==> config.mk <==
export PLATFORM = sky130hd
export DESIGN_NAME = pacman_motion
export DESIGN_NICKNAME = d
export VERILOG_FILES = /design/src/rtl/pacman_pkg.sv /design/src/rtl/pacman_anim_seq.sv /design/src/rtl/pacman_motion.sv
export SDC_FILE = /design/constraint.sdc
export NUM_CORES = 1
export LEC_CHECK = 0
export CORE_MARGIN = 1.5
export CORE_UTILIZATION = 35
export CTS_CLUSTER_DIAMETER = 150
export CTS_CLUSTER_SIZE = 10
export DETAILED_ROUTE_END_ITERATION = 10
export SLEW_MARGIN = 20
export SYNTH_ARGS = -nofsm -noshare
export SYNTH_HDL_FRONTEND = slang
export SYNTH_HIERARCHICAL = 1
export SYNTH_SLANG_ARGS = --single-unit
==> constraint.sdc <==
create_clock -name clk -period 2.3 [get_ports clk]
set_input_delay 0.46 -clock clk [delete_from_list [all_inputs] [get_ports clk]]
set_output_delay 0.46 -clock clk [all_outputs]
set_load 0.1 [all_outputs]
==> src/rtl/pacman_pkg.sv <==
// pacman_pkg: types and helpers shared by the Pac-Man motion controller and the sprite path.
//   dir_t       facing/request encoding (RT=00, UP=01, DN=10, LT=11)
//   state_t     motion FSM states
//   FRAME_*     sprite animation frame numbers
//   step_pos()  one-step candidate position with horizontal tunnel wrap
package pacman_pkg;

   typedef enum logic [1:0] {
      DirRt = 2'd0,
      DirUp = 2'd1,
      DirDn = 2'd2,
      DirLt = 2'd3
   } dir_t;

   typedef enum logic [1:0] {
      StIdle      = 2'd0,
      StProbeTurn = 2'd1,
      StProbeFwd  = 2'd2,
      StDead      = 2'd3
   } state_t;

   localparam logic [1:0] FRAME_OPEN   = 2'd0;
   localparam logic [1:0] FRAME_HALF   = 2'd1;
   localparam logic [1:0] FRAME_CLOSED = 2'd2;

   typedef struct packed {
      logic [9:0] x;
      logic [9:0] y;
   } pos_t;

   // Phase index 0..3 walks the frames open, half, closed, half.
   function automatic logic [1:0] phase_frame(input logic [1:0] ph);
      logic [1:0] f;
      unique case (ph)
         2'd0:    f = FRAME_OPEN;
         2'd1:    f = FRAME_HALF;
         2'd2:    f = FRAME_CLOSED;
         default: f = FRAME_HALF;
      endcase
      return f;
   endfunction

   // x wraps through the tunnel; y never wraps because the maze walls stop it first.
   function automatic pos_t step_pos(input logic [9:0] x, input logic [9:0] y, input dir_t d,
                                     input int unsigned step, input int unsigned xmin,
                                     input int unsigned xmax);
      pos_t        p;
      logic [10:0] xs;
      p.x = x;
      p.y = y;
      xs  = {1'b0, x} + 11'(step);
      unique case (d)
         DirRt: p.x = (xs > 11'(xmax)) ? 10'(xmin) : xs[9:0];
         // x - step < xmin, written without underflow so x < step also wraps.
         DirLt: p.x = ({1'b0, x} < (11'(step) + 11'(xmin))) ? 10'(xmax) : (x - 10'(step));
         DirUp: p.y = y - 10'(step);
         default: p.y = y + 10'(step);
      endcase
      return p;
   endfunction

endpackage

==> src/rtl/pacman_anim_seq.sv <==
// pacman_anim_seq: chomp animation sequencer.
//   clk, rst_n       clock, asynchronous active-low reset
//   advance_i        a committed (moving) frame
//   hold_i           a blocked frame; counter and frame hold
//   force_closed_i   death: show the closed frame, sequence state untouched
//   restart_i        respawn: counter and phase back to zero, frame open
//   frame_o          registered sprite frame (0..2)
module pacman_anim_seq
   import pacman_pkg::*;
#(
   parameter int unsigned ANIM_FRAMES = 4
) (
   input  logic       clk,
   input  logic       rst_n,
   input  logic       advance_i,
   input  logic       hold_i,
   input  logic       force_closed_i,
   input  logic       restart_i,
   output logic [1:0] frame_o
);

   localparam int unsigned CntW = (ANIM_FRAMES > 1) ? $clog2(ANIM_FRAMES) : 1;
   localparam logic [CntW-1:0] CntLast = CntW'(ANIM_FRAMES - 1);

   logic [CntW-1:0] cnt_q, cnt_d;
   logic [1:0]      ph_q, ph_d;
   logic [1:0]      frame_q, frame_d;

   always_comb begin
      cnt_d   = cnt_q;
      ph_d    = ph_q;
      frame_d = frame_q;
      if (restart_i) begin
         cnt_d   = '0;
         ph_d    = '0;
         frame_d = FRAME_OPEN;
      end else if (force_closed_i) begin
         frame_d = FRAME_CLOSED;
      end else if (advance_i && !hold_i) begin
         if (cnt_q == CntLast) begin
            cnt_d   = '0;
            ph_d    = ph_q + 2'd1;
            frame_d = phase_frame(ph_q + 2'd1);
         end else begin
            cnt_d = cnt_q + CntW'(1);
         end
      end
   end

   always_ff @(posedge clk or negedge rst_n) begin
      if (!rst_n) begin
         cnt_q   <= '0;
         ph_q    <= '0;
         frame_q <= FRAME_OPEN;
      end else begin
         cnt_q   <= cnt_d;
         ph_q    <= ph_d;
         frame_q <= frame_d;
      end
   end

   assign frame_o = frame_q;

endmodule

==> src/rtl/pacman_motion.sv <==
// pacman_motion: per-frame Pac-Man movement, maze probe handshake, death/respawn.
//   clk, rst_n                  clock, asynchronous active-low reset
//   frame_tick_i                one-cycle pulse at start of vertical blank
//   dir_req_i, dir_req_valid_i  requested direction, latched as the pending turn
//   kill_i                      one-cycle collision pulse
//   probe_req_o, probe_x_o,
//   probe_y_o                   maze legality query (held until ack)
//   probe_ack_i, probe_ok_i     query answer; ok sampled only with ack
//   xloc_o, yloc_o              sprite centre
//   pacman_dir_o                facing
//   pacman_alive_o              1 = alive
//   animation_cycle_o           sprite frame 0..2
//   overrun_o                   frame_tick arrived while a probe was still open
module pacman_motion
   import pacman_pkg::*;
#(
   parameter int unsigned START_X      = 320,
   parameter int unsigned START_Y      = 372,
   parameter int unsigned STEP         = 1,
   parameter int unsigned XMIN         = 7,
   parameter int unsigned XMAX         = 632,
   parameter int unsigned ANIM_FRAMES  = 4,
   parameter int unsigned DEATH_FRAMES = 60
) (
   input  logic       clk,
   input  logic       rst_n,
   input  logic       frame_tick_i,
   input  logic [1:0] dir_req_i,
   input  logic       dir_req_valid_i,
   input  logic       kill_i,
   output logic       probe_req_o,
   output logic [9:0] probe_x_o,
   output logic [9:0] probe_y_o,
   input  logic       probe_ack_i,
   input  logic       probe_ok_i,
   output logic [9:0] xloc_o,
   output logic [9:0] yloc_o,
   output logic [1:0] pacman_dir_o,
   output logic       pacman_alive_o,
   output logic [1:0] animation_cycle_o,
   output logic       overrun_o
);

   localparam int unsigned DcW = (DEATH_FRAMES > 1) ? $clog2(DEATH_FRAMES) : 1;
   localparam logic [DcW-1:0] DeathLast = DcW'(DEATH_FRAMES - 1);
   localparam logic [9:0] StartX = 10'(START_X);
   localparam logic [9:0] StartY = 10'(START_Y);

   state_t state_q, state_d;

   logic [9:0]     x_q, x_d, y_q, y_d;
   dir_t           dir_q, dir_d;
   logic           alive_q, alive_d;
   logic           probe_req_q, probe_req_d;
   logic [9:0]     probe_x_q, probe_x_d, probe_y_q, probe_y_d;
   dir_t           probe_dir_q, probe_dir_d;
   dir_t           pend_dir_q, pend_dir_d;
   logic           pend_vld_q, pend_vld_d;
   logic           overrun_q, overrun_d;
   logic [DcW-1:0] death_cnt_q, death_cnt_d;

   logic anim_advance, anim_hold, anim_force, anim_restart;
   logic ack_v, kill_v;
   pos_t fwd_pos, turn_pos;

   // Acks outside an open request are ignored; kill only acts on a live sprite.
   assign ack_v  = probe_ack_i & probe_req_q;
   assign kill_v = kill_i & (state_q != StDead);

   assign fwd_pos  = step_pos(x_q, y_q, dir_q, STEP, XMIN, XMAX);
   assign turn_pos = step_pos(x_q, y_q, pend_dir_q, STEP, XMIN, XMAX);

   // State register
   always_ff @(posedge clk or negedge rst_n) begin
      if (!rst_n) state_q <= StIdle;
      else        state_q <= state_d;
   end

   // Next-state logic
   always_comb begin
      state_d = state_q;
      if (kill_v) begin
         state_d = StDead;
      end else begin
         unique case (state_q)
            StIdle: begin
               if (frame_tick_i) state_d = pend_vld_q ? StProbeTurn : StProbeFwd;
            end
            StProbeTurn: begin
               if (ack_v) state_d = probe_ok_i ? StIdle : StProbeFwd;
            end
            StProbeFwd: begin
               if (ack_v) state_d = StIdle;
            end
            default: begin
               if (frame_tick_i && (death_cnt_q == DeathLast)) state_d = StIdle;
            end
         endcase
      end
   end

   // Datapath and output next-values
   always_comb begin
      x_d          = x_q;
      y_d          = y_q;
      dir_d        = dir_q;
      alive_d      = alive_q;
      probe_req_d  = probe_req_q;
      probe_x_d    = probe_x_q;
      probe_y_d    = probe_y_q;
      probe_dir_d  = probe_dir_q;
      pend_dir_d   = pend_dir_q;
      pend_vld_d   = pend_vld_q;
      overrun_d    = 1'b0;
      death_cnt_d  = death_cnt_q;
      anim_advance = 1'b0;
      anim_hold    = 1'b0;
      anim_force   = 1'b0;
      anim_restart = 1'b0;

      if (dir_req_valid_i) begin
         pend_dir_d = dir_t'(dir_req_i);
         pend_vld_d = 1'b1;
      end

      if (kill_v) begin
         // Any open request is abandoned; kill beats a same-cycle ack.
         alive_d     = 1'b0;
         probe_req_d = 1'b0;
         pend_vld_d  = 1'b0;
         death_cnt_d = '0;
         anim_force  = 1'b1;
      end else begin
         unique case (state_q)
            StIdle: begin
               if (frame_tick_i) begin
                  probe_req_d = 1'b1;
                  if (pend_vld_q) begin
                     probe_x_d   = turn_pos.x;
                     probe_y_d   = turn_pos.y;
                     probe_dir_d = pend_dir_q;
                  end else begin
                     probe_x_d   = fwd_pos.x;
                     probe_y_d   = fwd_pos.y;
                     probe_dir_d = dir_q;
                  end
               end
            end
            StProbeTurn: begin
               overrun_d = frame_tick_i;
               if (ack_v) begin
                  if (probe_ok_i) begin
                     x_d          = probe_x_q;
                     y_d          = probe_y_q;
                     dir_d        = probe_dir_q;
                     probe_req_d  = 1'b0;
                     anim_advance = 1'b1;
                     // A fresh request arriving this cycle stays pending.
                     if (!dir_req_valid_i) pend_vld_d = 1'b0;
                  end else begin
                     probe_x_d   = fwd_pos.x;
                     probe_y_d   = fwd_pos.y;
                     probe_dir_d = dir_q;
                  end
               end
            end
            StProbeFwd: begin
               overrun_d = frame_tick_i;
               if (ack_v) begin
                  probe_req_d = 1'b0;
                  if (probe_ok_i) begin
                     x_d          = probe_x_q;
                     y_d          = probe_y_q;
                     anim_advance = 1'b1;
                  end else begin
                     anim_hold = 1'b1;
                  end
               end
            end
            default: begin
               if (frame_tick_i) begin
                  if (death_cnt_q == DeathLast) begin
                     x_d          = StartX;
                     y_d          = StartY;
                     dir_d        = DirLt;
                     alive_d      = 1'b1;
                     death_cnt_d  = '0;
                     anim_restart = 1'b1;
                  end else begin
                     death_cnt_d = death_cnt_q + DcW'(1);
                  end
               end
            end
         endcase
      end
   end

   always_ff @(posedge clk or negedge rst_n) begin
      if (!rst_n) begin
         x_q         <= StartX;
         y_q         <= StartY;
         dir_q       <= DirLt;
         alive_q     <= 1'b1;
         probe_req_q <= 1'b0;
         probe_x_q   <= StartX;
         probe_y_q   <= StartY;
         probe_dir_q <= DirLt;
         pend_dir_q  <= DirLt;
         pend_vld_q  <= 1'b0;
         overrun_q   <= 1'b0;
         death_cnt_q <= '0;
      end else begin
         x_q         <= x_d;
         y_q         <= y_d;
         dir_q       <= dir_d;
         alive_q     <= alive_d;
         probe_req_q <= probe_req_d;
         probe_x_q   <= probe_x_d;
         probe_y_q   <= probe_y_d;
         probe_dir_q <= probe_dir_d;
         pend_dir_q  <= pend_dir_d;
         pend_vld_q  <= pend_vld_d;
         overrun_q   <= overrun_d;
         death_cnt_q <= death_cnt_d;
      end
   end

   pacman_anim_seq #(
      .ANIM_FRAMES(ANIM_FRAMES)
   ) u_anim (
      .clk           (clk),
      .rst_n         (rst_n),
      .advance_i     (anim_advance),
      .hold_i        (anim_hold),
      .force_closed_i(anim_force),
      .restart_i     (anim_restart),
      .frame_o       (animation_cycle_o)
   );

   assign probe_req_o    = probe_req_q;
   assign probe_x_o      = probe_x_q;
   assign probe_y_o      = probe_y_q;
   assign xloc_o         = x_q;
   assign yloc_o         = y_q;
   assign pacman_dir_o   = dir_q;
   assign pacman_alive_o = alive_q;
   assign overrun_o      = overrun_q;

endmodule

==> impl_results.html, run 1 <==
<table>
<tr><th>Metric</th><th>Value</th></tr>
<tr><th colspan="2">Global routing</th></tr>
<tr><td>Number of global-route vias before repair</td><td>4,994</td></tr>
<tr><td>Pin count of the biggest net entering global routing</td><td>41</td></tr>
<tr><td>Grt total ovfl</td><td>0</td></tr>
<tr><td>Gr usage total</td><td>0.232</td></tr>
<tr><td>Initial antenna violation count</td><td>0</td></tr>
<tr><td>Global-route wire length before repair</td><td>26.6 mm</td></tr>
<tr><th colspan="2">Setup path</th></tr>
<tr><td>Cell seen most often among critical-path stages</td><td>sky130_fd_sc_hd__or4_4</td></tr>
<tr><td>Critical path arrival</td><td>2630 ps</td></tr>
<tr><td>Crit Path Max Fanout</td><td>5</td></tr>
<tr><td>Delay contributed by the slowest stage of the critical path</td><td>520 ps</td></tr>
<tr><td>Sort of element at the start of the critical path</td><td>flop</td></tr>
<tr><td>Max stage delay cell, worst path</td><td>sky130_fd_sc_hd__or4_4</td></tr>
<tr><td>Worst setup EP type</td><td>flop</td></tr>
<tr><td>Required time at the endpoint of the critical path</td><td>2530 ps</td></tr>
<tr><td>Cells along the critical path</td><td>or4_4 -&gt; or4_4 -&gt; buf_8 -&gt; nand2_4 -&gt; nor3_2 -&gt; a221oi_2 -&gt; o32ai_1 -&gt; a211o_1</td></tr>
<tr><td>Critical path class</td><td>flop to flop</td></tr>
<tr><th colspan="2">Power and ir drop</th></tr>
<tr><td>Part of the total power dissipated in sequential elements</td><td>0.186</td></tr>
<tr><td>Power per unit of standard cell area</td><td>1690 nW/um^2</td></tr>
<tr><td>Overall power</td><td>11.6 mW</td></tr>
<tr><td>Switching power summed over all nets</td><td>6.29 mW</td></tr>
<tr><td>Part of the power in combinational logic</td><td>0.703</td></tr>
<tr><td>Static Leak</td><td>2.94 nW</td></tr>
<tr><td>Worst IR drop on VDD</td><td>0.00109 V</td></tr>
<tr><td>Clock network power share</td><td>0.110</td></tr>
<tr><td>Switching power as a share of total power</td><td>0.543</td></tr>
<tr><td>Internal portion of total power</td><td>5.30 mW</td></tr>
<tr><th colspan="2">Timing</th></tr>
<tr><td>Period minus WS final</td><td>2410 ps</td></tr>
<tr><td>Final period util</td><td>1.05</td></tr>
<tr><td>Worst clock skew</td><td>5.65 ps</td></tr>
<tr><td>RSZ-0062 raised after global routing</td><td>yes</td></tr>
<tr><td>Worst Tran Pin Value</td><td>674 ps</td></tr>
<tr><td>Count of final setup violators</td><td>6</td></tr>
<tr><td>Final Max Tran Viols</td><td>0</td></tr>
<tr><td>Worst slew slack as a fraction of its limit</td><td>0.551</td></tr>
<tr><td>Sum Neg Setup Slack</td><td>-308 ps</td></tr>
<tr><td>Fin. Hold Viols</td><td>0</td></tr>
<tr><td>Max Fclk</td><td>0.416 GHz</td></tr>
<tr><td>Worst setup slack after layout</td><td>-105 ps</td></tr>
<tr><th colspan="2">Clock network</th></tr>
<tr><td>Clock insertion delay at the later pin of the skew report</td><td>350 ps</td></tr>
<tr><td>Worst-case clock buffer depth</td><td>2</td></tr>
<tr><td>TritonCTS buffer count</td><td>9</td></tr>
<tr><td>H-tree Lvls</td><td>3</td></tr>
<tr><td>Clock root buffer</td><td>sky130_fd_sc_hd__clkbuf_16</td></tr>
<tr><td>Clock tree from TritonCTS</td><td>yes</td></tr>
<tr><td>Reg clk slew, reported paths</td><td>60 ps</td></tr>
<tr><td>Sink Count</td><td>64</td></tr>
<tr><th colspan="2">Worst hold path</th></tr>
<tr><td>Class of the most critical hold timing path</td><td>input port to async pin</td></tr>
<tr><th colspan="2">Yosys</th></tr>
<tr><td>Summed instance area of the synthesized netlist</td><td>5020 um^2</td></tr>
<tr><td>Portion of the post-synthesis area used by sequential elements</td><td>0.324</td></tr>
<tr><td>Most used flip-flop cell after synthesis</td><td>sky130_fd_sc_hd__dfrtp_1</td></tr>
<tr><td>Net Count, Synth</td><td>670</td></tr>
<tr><td>Proportion of synthesized flip-flops having asynchronous set or reset</td><td>1.00</td></tr>
<tr><td>Syn. warnings</td><td>6</td></tr>
<tr><td>EDFF count, synth</td><td>0</td></tr>
<tr><td>Post-Syn Instances</td><td>642</td></tr>
<tr><td>Fraction of post-synthesis cell area in the top cell type by area</td><td>0.214</td></tr>
<tr><td>Cell taking the most area after synthesis</td><td>sky130_fd_sc_hd__dfrtp_1</td></tr>
<tr><td>Count of unique library cells instantiated by Yosys</td><td>71</td></tr>
<tr><td>Mean Syn Cell Area</td><td>7.83 um^2</td></tr>
<tr><td>Flop and latch count out of synthesis</td><td>64</td></tr>
<tr><td>Top cells by area, synth</td><td>sky130_fd_sc_hd__dfrtp_1 (21%), sky130_fd_sc_hd__dfstp_2 (11%), sky130_fd_sc_hd__nand2_1 (6.9%)</td></tr>
<tr><th colspan="2">Detailed routing</th></tr>
<tr><td>DR pass1 iterations</td><td>5</td></tr>
<tr><td>Detailed router's first-iteration violation count</td><td>393</td></tr>
<tr><td>Routed Antenna Nets</td><td>0</td></tr>
<tr><td>Number of DRC violations after detailed routing</td><td>0</td></tr>
<tr><td>Total routed wirelength</td><td>17.0 mm</td></tr>
<tr><td>Drt wl/cell</td><td>18.0 um</td></tr>
<tr><td>Number of vias in the routed layout</td><td>5,319</td></tr>
<tr><td>Routed via count divided by cell count</td><td>5.65</td></tr>
<tr><th colspan="2">Place</th></tr>
<tr><td>Final weighted congestion in routability-driven placement</td><td>0.931</td></tr>
<tr><td>Number of I/O port buffers</td><td>55</td></tr>
<tr><td>Hpwl dp</td><td>12.2 mm</td></tr>
<tr><th colspan="2">Outcome</th></tr>
<tr><td>Outcome</td><td>complete, but fails checks</td></tr>
<tr><td>Violated checks</td><td>negative setup slack</td></tr>
<tr><th colspan="2">Die</th></tr>
<tr><td>Die extent in x</td><td>123 um</td></tr>
<tr><td>Number of placed I/O pins</td><td>56</td></tr>
<tr><td>Standard-cell row count</td><td>43</td></tr>
<tr><td>Initial core utilization</td><td>0.361</td></tr>
<tr><td>Height of the die</td><td>123 um</td></tr>
<tr><td>Die footprint</td><td>15,100 um^2</td></tr>
<tr><td>Core box area</td><td>13,900 um^2</td></tr>
<tr><th colspan="2">Final layout</th></tr>
<tr><td>N_diodes</td><td>0</td></tr>
<tr><td>Area grow syn2layout</td><td>36.3%</td></tr>
<tr><td>Fraction of layout instances using a drive strength above 1</td><td>0.329</td></tr>
<tr><td>Post-layout nets</td><td>784</td></tr>
<tr><th colspan="2">Job</th></tr>
<tr><td>Maximum capacitance violations</td><td>0</td></tr>
</table>
[registers in the layout, indices dropped and copies added (netlist names)]
signal,flops
pacman_alive_o,1
probe_x_o,10
probe_dir_q,2
overrun_o,1
u_anim/cnt_q,2
u_anim/frame_o,2
probe_y_o,10
pacman_dir_o,2
state_q,2
u_anim/ph_q,2
pend_vld_q,1
probe_req_o,1
xloc_o,10
pend_dir_q,2
death_cnt_q,6
yloc_o,10
[kinds of logic (layout without fill, tap and decap cells)]
kind of cell / count (synthesis) / in the layout / share of synthesized area
AO/OA/AOI/OAI: 207 / 207 / 0.270
flip-flops: 64 / 64 / 0.324
adder cells (fa/ha/maj): 19 / 19 / 0.0473
AND/OR/NAND/NOR: 243 / 243 / 0.235
buffers and inverters: 84 / 203 / 0.0735
multiplexers: 12 / 12 / 0.0276
XOR/XNOR: 13 / 13 / 0.0227
[power by group through the flow]
stage,Combinational (mW),Clock [mW],Sequential [mW]
after floorplan,3.35,0,3.95
after global placement,7.54,0,2.14
after detailed placement,7.61,0,2.16
after CTS,7.76,1.31,2.15
after global routing,8.68,1.34,2.22
final,8.15,1.28,2.16
[metrics by stage]
step	hold slack (ps)	setup slack [ps]	area (um^2)	util	instances
after floorplan	164	-328	5160	-	642
after global placement	451	-108	6340	0.455	915
after detailed placement	450	-147	6340	0.455	915
after CTS	171	-77.5	6690	0.480	936
after global routing	198	-157	6850	0.491	941
final	152	-105	6850	0.491	941
[cell type report]
type                       count  area (um^2)
tap                          180          225
inverter                      28          111
clock inverter                 3         17.5
timing repair buffer         159         1330
multi-input combinational    494         3240
sequential                    64         1670
clock buffer                  13          250
fill                        1332         7090
[worst max-delay path, delay by kind of cell, from the launching register on]
family | cells | cell delay (ps)
AOI/OAI and AO/OA | 3 | 540
buffers and inverters | 1 | 170
DFF | 1 | 480
and+or+nand+nor | 4 | 1090
[repair_timing]
| action | 4_1_cts | 5_1_grt |
|---|---|---|
| cloned | 1 | 0 |
| pin swaps | 8 | 9 |
| endpoints found under the setup margin | 8 | 11 |
| setup buffers | 4 | 5 |
| gates resized for setup | 11 | 27 |
| hold endpoints to repair | 0 | 0 |
| hold buffers | 0 | 0 |
[final timing paths]
check,end,slack (ps),start,depth (start not counted)
max,probe_x_o[1],-110,xloc_o[4],8
min,probe_x_o[3],150,rst_n,1
max reg2reg,probe_x_o[1],-110,xloc_o[4],8
min reg2reg,pacman_alive_o,460,pacman_alive_o,2
max in group asynchronous,pacman_alive_o,1450,rst_n,2
min in group clk,pacman_alive_o,460,pacman_alive_o,2
[synthesized netlist by cell type, types with 3 or more instances]
| library cell | instances |
|---|---|
| sky130_fd_sc_hd__nand2_1 | 93 |
| sky130_fd_sc_hd__o21ai_0 | 61 |
| sky130_fd_sc_hd__a21oi_1 | 48 |
| sky130_fd_sc_hd__dfrtp_1 | 43 |
| sky130_fd_sc_hd__nor2_1 | 42 |
| sky130_fd_sc_hd__clkbuf_1 | 39 |
| sky130_fd_sc_hd__nor3_1 | 29 |
| sky130_fd_sc_hd__inv_1 | 27 |
| sky130_fd_sc_hd__nand3_1 | 23 |
| sky130_fd_sc_hd__dfstp_2 | 21 |
| sky130_fd_sc_hd__ha_1 | 19 |
| sky130_fd_sc_hd__a221oi_1 | 14 |
| sky130_fd_sc_hd__a31oi_1 | 11 |
| sky130_fd_sc_hd__xor2_1 | 11 |
| sky130_fd_sc_hd__a211oi_1 | 9 |
| sky130_fd_sc_hd__and3_1 | 9 |
| sky130_fd_sc_hd__nand2b_1 | 9 |
| sky130_fd_sc_hd__o211ai_1 | 8 |
| sky130_fd_sc_hd__o31ai_1 | 7 |
| sky130_fd_sc_hd__or3_1 | 7 |
| sky130_fd_sc_hd__buf_2 | 6 |
| sky130_fd_sc_hd__mux2i_1 | 6 |
| sky130_fd_sc_hd__a21o_1 | 5 |
| sky130_fd_sc_hd__buf_6 | 5 |
| sky130_fd_sc_hd__mux2_2 | 5 |
| sky130_fd_sc_hd__nor2b_1 | 5 |
| sky130_fd_sc_hd__a221o_1 | 4 |
| sky130_fd_sc_hd__nor4_1 | 4 |
| sky130_fd_sc_hd__o221ai_1 | 4 |
| sky130_fd_sc_hd__a2111oi_0 | 3 |
| sky130_fd_sc_hd__a311oi_1 | 3 |
| sky130_fd_sc_hd__buf_1 | 3 |
| sky130_fd_sc_hd__nand4_1 | 3 |
| sky130_fd_sc_hd__nor3b_1 | 3 |
| sky130_fd_sc_hd__o22ai_1 | 3 |
| sky130_fd_sc_hd__o32ai_1 | 3 |
[cell usage in the layout, fill, tap and decap left out, drive strengths merged, types with 3 or more instances in the layout]
cell type / netlist / layout
nor2b: 5 / 5
a21oi: 48 / 48
dfrtp: 43 / 43
a221oi: 14 / 14
ha: 19 / 19
xor2: 11 / 11
o22ai: 3 / 3
mux2i: 6 / 6
a2111oi: 3 / 3
clkbuf: 40 / 13
o21ai: 62 / 62
a311oi: 3 / 3
nand4: 3 / 3
mux2: 5 / 5
a221o: 4 / 4
or4: 3 / 3
nand2b: 9 / 9
nor3: 29 / 29
nand2: 95 / 95
or3: 7 / 7
inv: 27 / 27
o31ai: 7 / 7
o221ai: 4 / 4
clkdlybuf4s50: 0 / 7
o32ai: 3 / 3
o211ai: 9 / 9
buf: 16 / 152
nor3b: 4 / 4
nand3: 23 / 23
nor4: 4 / 4
a211oi: 9 / 9
a21o: 5 / 5
and3: 9 / 9
a31oi: 11 / 11
nor2: 42 / 42
dfstp: 21 / 21
[metal layers]
metal / wire [um] / GRT usage / vias up
li1: - / - / 2566
met1: 7660 / 0.317 / 2532
met4: 396 / 0.0945 / 0
met3: 1010 / 0.0418 / 27
met2: 7900 / 0.360 / 194
met5: 0 / 0 / -
No activity file was read; power rests on OpenSTA's default activity.
==> run 2: changes to the inputs <==
--- a/config.mk
+++ b/config.mk
@@ -5,6 +5,7 @@
 export SDC_FILE = /design/constraint.sdc
 export NUM_CORES = 1
 export LEC_CHECK = 0
+export ABC_AREA = 0
 export CORE_MARGIN = 1.5
 export CORE_UTILIZATION = 35
 export CTS_CLUSTER_DIAMETER = 150
==> results of run 2 <==
Final layout, timing and power as in run 1 (identical DEF).
==> run 3: changes to the inputs <==
--- a/config.mk
+++ b/config.mk
@@ -6,7 +6,7 @@
 export NUM_CORES = 1
 export LEC_CHECK = 0
 export ABC_AREA = 0
-export CORE_MARGIN = 1.5
+export CORE_MARGIN = 2
 export CORE_UTILIZATION = 35
 export CTS_CLUSTER_DIAMETER = 150
 export CTS_CLUSTER_SIZE = 10
==> constraint.sdc (replaced) <==
create_clock -name clk -period 2.9 [get_ports clk]
set_input_delay 0.58 -clock clk [delete_from_list [all_inputs] [get_ports clk]]
set_output_delay 0.58 -clock clk [all_outputs]
set_load 0.1 [all_outputs]
==> run 3 against run 2 <==
Effect of this change:
- the flow now finishes without violations
- utilization shrank 6.4 points
- final area shrank 13%
- critical path type unchanged
- worst setup slack gained 260 ps
- count of clock-buffer cells in the layout is the same
- die area grew 1.6%
- fmax shrank 12%
- flip-flop and latch count is the same
- via count shrank 5.0%
- cell count shrank 8.1%
- global-route usage shrank 1.3 points
- critical path depth is the same
- wire length shrank 8.0%
==> impl_results.html, run 3 (same netlist as run 1, synthesis figures left out) <==
<table>
<tr><th>Metric</th><th>Value</th></tr>
<tr><th colspan="2">Outcome</th></tr>
<tr><td>Outcome</td><td>complete, no violations</td></tr>
<tr><th colspan="2">Die</th></tr>
<tr><td>Height of the die</td><td>124 um (+0.81%)</td></tr>
<tr><td>Initial core utilization</td><td>0.361 (unchanged)</td></tr>
<tr><td>Die extent in x</td><td>124 um (+0.81%)</td></tr>
<tr><td>Core box area</td><td>13,900 um^2 (unchanged)</td></tr>
<tr><td>Number of placed I/O pins</td><td>56 (unchanged)</td></tr>
<tr><td>Die footprint</td><td>15,300 um^2 (+1.6%)</td></tr>
<tr><td>Standard-cell row count</td><td>43 (unchanged)</td></tr>
<tr><th colspan="2">Setup path</th></tr>
<tr><td>Critical path class</td><td>flop to flop</td></tr>
<tr><td>Cell seen most often among critical-path stages</td><td>sky130_fd_sc_hd__a31oi_1</td></tr>
<tr><td>Delay contributed by the slowest stage of the critical path</td><td>530 ps (about the same)</td></tr>
<tr><td>Sort of element at the start of the critical path</td><td>flop</td></tr>
<tr><td>Max stage delay cell, worst path</td><td>sky130_fd_sc_hd__or4_1</td></tr>
<tr><td>Cells along the critical path</td><td>ha_1 -&gt; and3_1 -&gt; a31oi_1 -&gt; o21ai_0 -&gt; a211o_2 -&gt; a31oi_1 -&gt; a2111oi_0 -&gt; or4_1</td></tr>
<tr><td>Required time at the endpoint of the critical path</td><td>3110 ps (+580 ps)</td></tr>
<tr><td>Crit Path Max Fanout</td><td>11 (+6)</td></tr>
<tr><td>Critical path arrival</td><td>2960 ps (+330 ps)</td></tr>
<tr><td>Worst setup EP type</td><td>flop</td></tr>
<tr><th colspan="2">Timing</th></tr>
<tr><td>Fin. Hold Viols</td><td>0 (unchanged)</td></tr>
<tr><td>Worst setup slack after layout</td><td>152 ps (+257 ps)</td></tr>
<tr><td>RSZ-0062 raised after global routing</td><td>no</td></tr>
<tr><td>Worst clock skew</td><td>3.55 ps (-2.10 ps)</td></tr>
<tr><td>Final Max Tran Viols</td><td>0 (unchanged)</td></tr>
<tr><td>Count of final setup violators</td><td>0 (-6)</td></tr>
<tr><td>Final period util</td><td>0.948 (-0.0979)</td></tr>
<tr><td>Worst slew slack as a fraction of its limit</td><td>0.541 (-0.00993)</td></tr>
<tr><td>Worst Tran Pin Value</td><td>689 ps (+14.9 ps)</td></tr>
<tr><td>Max Fclk</td><td>0.364 GHz (-12%)</td></tr>
<tr><td>Period minus WS final</td><td>2750 ps (+343 ps)</td></tr>
<tr><td>Sum Neg Setup Slack</td><td>0 ps (+308 ps)</td></tr>
<tr><th colspan="2">Global routing</th></tr>
<tr><td>Gr usage total</td><td>0.218 (-0.0131)</td></tr>
<tr><td>Grt total ovfl</td><td>0 (unchanged)</td></tr>
<tr><td>Number of global-route vias before repair</td><td>4,944 (-1.0%)</td></tr>
<tr><td>Global-route wire length before repair</td><td>26.0 mm (-2.2%)</td></tr>
<tr><td>Initial antenna violation count</td><td>0 (unchanged)</td></tr>
<tr><td>Pin count of the biggest net entering global routing</td><td>41 (unchanged)</td></tr>
<tr><th colspan="2">Detailed routing</th></tr>
<tr><td>Total routed wirelength</td><td>15.6 mm (-8.0%)</td></tr>
<tr><td>Number of vias in the routed layout</td><td>5,054 (-5.0%)</td></tr>
<tr><td>Detailed router's first-iteration violation count</td><td>511 (+30%)</td></tr>
<tr><td>Drt wl/cell</td><td>18.0 um (+0.10%)</td></tr>
<tr><td>Routed Antenna Nets</td><td>0 (unchanged)</td></tr>
<tr><td>DR pass1 iterations</td><td>6 (+1)</td></tr>
<tr><td>Number of DRC violations after detailed routing</td><td>0 (unchanged)</td></tr>
<tr><td>Routed via count divided by cell count</td><td>5.84 (+3.4%)</td></tr>
<tr><th colspan="2">Job</th></tr>
<tr><td>Maximum capacitance violations</td><td>0 (unchanged)</td></tr>
<tr><th colspan="2">Place</th></tr>
<tr><td>Final weighted congestion in routability-driven placement</td><td>0.907 (-2.5%)</td></tr>
<tr><td>Placed Cells</td><td>849 (-7.2%)</td></tr>
<tr><td>Minimum setup slack after placement</td><td>177 ps (+324 ps)</td></tr>
<tr><td>Hpwl dp</td><td>10.8 mm (-11%)</td></tr>
<tr><td>Number of I/O port buffers</td><td>55 (unchanged)</td></tr>
<tr><th colspan="2">Clock network</th></tr>
<tr><td>Clock tree from TritonCTS</td><td>yes</td></tr>
<tr><td>Sink Count</td><td>64 (unchanged)</td></tr>
<tr><td>TritonCTS buffer count</td><td>9 (unchanged)</td></tr>
<tr><td>Number of hold buffers added after CTS</td><td>0 (unchanged)</td></tr>
<tr><td>Setup Fix Bufs, Post-CTS</td><td>0 (-4)</td></tr>
<tr><td>H-tree Lvls</td><td>3 (unchanged)</td></tr>
<tr><td>Worst-case clock buffer depth</td><td>2 (unchanged)</td></tr>
<tr><td>Clock insertion delay at the later pin of the skew report</td><td>340 ps (about the same)</td></tr>
<tr><td>Number of cells upsized or downsized after cts</td><td>0 (-11)</td></tr>
<tr><td>Clock root buffer</td><td>sky130_fd_sc_hd__clkbuf_16</td></tr>
<tr><td>Reg clk slew, reported paths</td><td>60 ps (about the same)</td></tr>
<tr><th colspan="2">Final layout</th></tr>
<tr><td>N_diodes</td><td>0 (unchanged)</td></tr>
<tr><td>Post-layout nets</td><td>708 (-9.7%)</td></tr>
<tr><td>Most frequent cells in the layout</td><td>sky130_fd_sc_hd__nand2_1 (93), sky130_fd_sc_hd__buf_4 (74), sky130_fd_sc_hd__o21ai_0 (61), sky130_fd_sc_hd__a21oi_1 (48), sky130_fd_sc_hd__nor2_1 (42)</td></tr>
<tr><td>Area grow syn2layout</td><td>18.5%</td></tr>
<tr><td>Most common cell after layout, fill and taps aside</td><td>sky130_fd_sc_hd__nand2_1</td></tr>
<tr><td>Fraction of layout instances using a drive strength above 1</td><td>0.196 (-0.133)</td></tr>
<tr><td>Final cell count without fillers</td><td>865 (-8.1%)</td></tr>
<tr><th colspan="2">Worst hold path</th></tr>
<tr><td>Class of the most critical hold timing path</td><td>input port to async pin</td></tr>
</table>
[run 3: cell count changes in the layout (fill, tap and decap cells not counted), sizes merged]
| cell | before | now |
|---|---|---|
| buf | 152 | 76 |
| bufinv | 0 | 1 |
| clkinv | 2 | 3 |
| clkinvlp | 2 | 0 |
[run 3: cell type report]
class	instances	area (um^2)
Multi-Input combinational cell	494	3030
Clock buffer	13	270
Fill cell	1392	7980
Inverter	28	105
Tap cell	180	225
Timing Repair Buffer	83	651
Sequential cell	64	1630
Clock inverter	3	40.0
[run 3: through the flow]
step                 util  area (um^2)  hold WS (ps)
floorplan               -         5030           284
global placement    0.405         5640           449
detailed placement  0.405         5640           454
finish              0.427         5950           284
CTS                 0.427         5950           299
global route        0.427         5950           341
[run 3: worst paths after layout]
| check | startpoint | end | slack [ps] | cells past startpoint |
|---|---|---|---|---|
| setup / recovery | xloc_o[1] | probe_x_o[3] | 150 | 8 |
| min in group clk | pacman_alive_o | pacman_alive_o | 470 | 2 |
| setup reg to reg | xloc_o[1] | probe_x_o[3] | 150 | 8 |
| max in group asynchronous | rst_n | pacman_alive_o | 1910 | 2 |
| hold reg to reg | pacman_alive_o | pacman_alive_o | 470 | 2 |
| hold / removal | rst_n | u_anim/ph_q[1] | 280 | 1 |
[run 3: critical path: cells and delay by family (launching register included)]
kind            cells  cell delay [ps]
flops               1              470
compound gates      5             1000
fa+ha+maj           1              330
simple gates        2              800
[run 3: layer usage]
metal	part of all wire	vias to the layer above	wire (um)	GRT usage
li1	-	2415	-	-
met1	0.44	2379	6870	0.306
met2	0.46	227	7160	0.330
met3	0.080	33	1250	0.0444
met4	0.022	0	336	0.0859
met5	0	-	0	0
Power of run 3 is left out: the tool's default activity adds up to more than one toggle a clock period on the data nets, which glitch-free logic cannot reach.
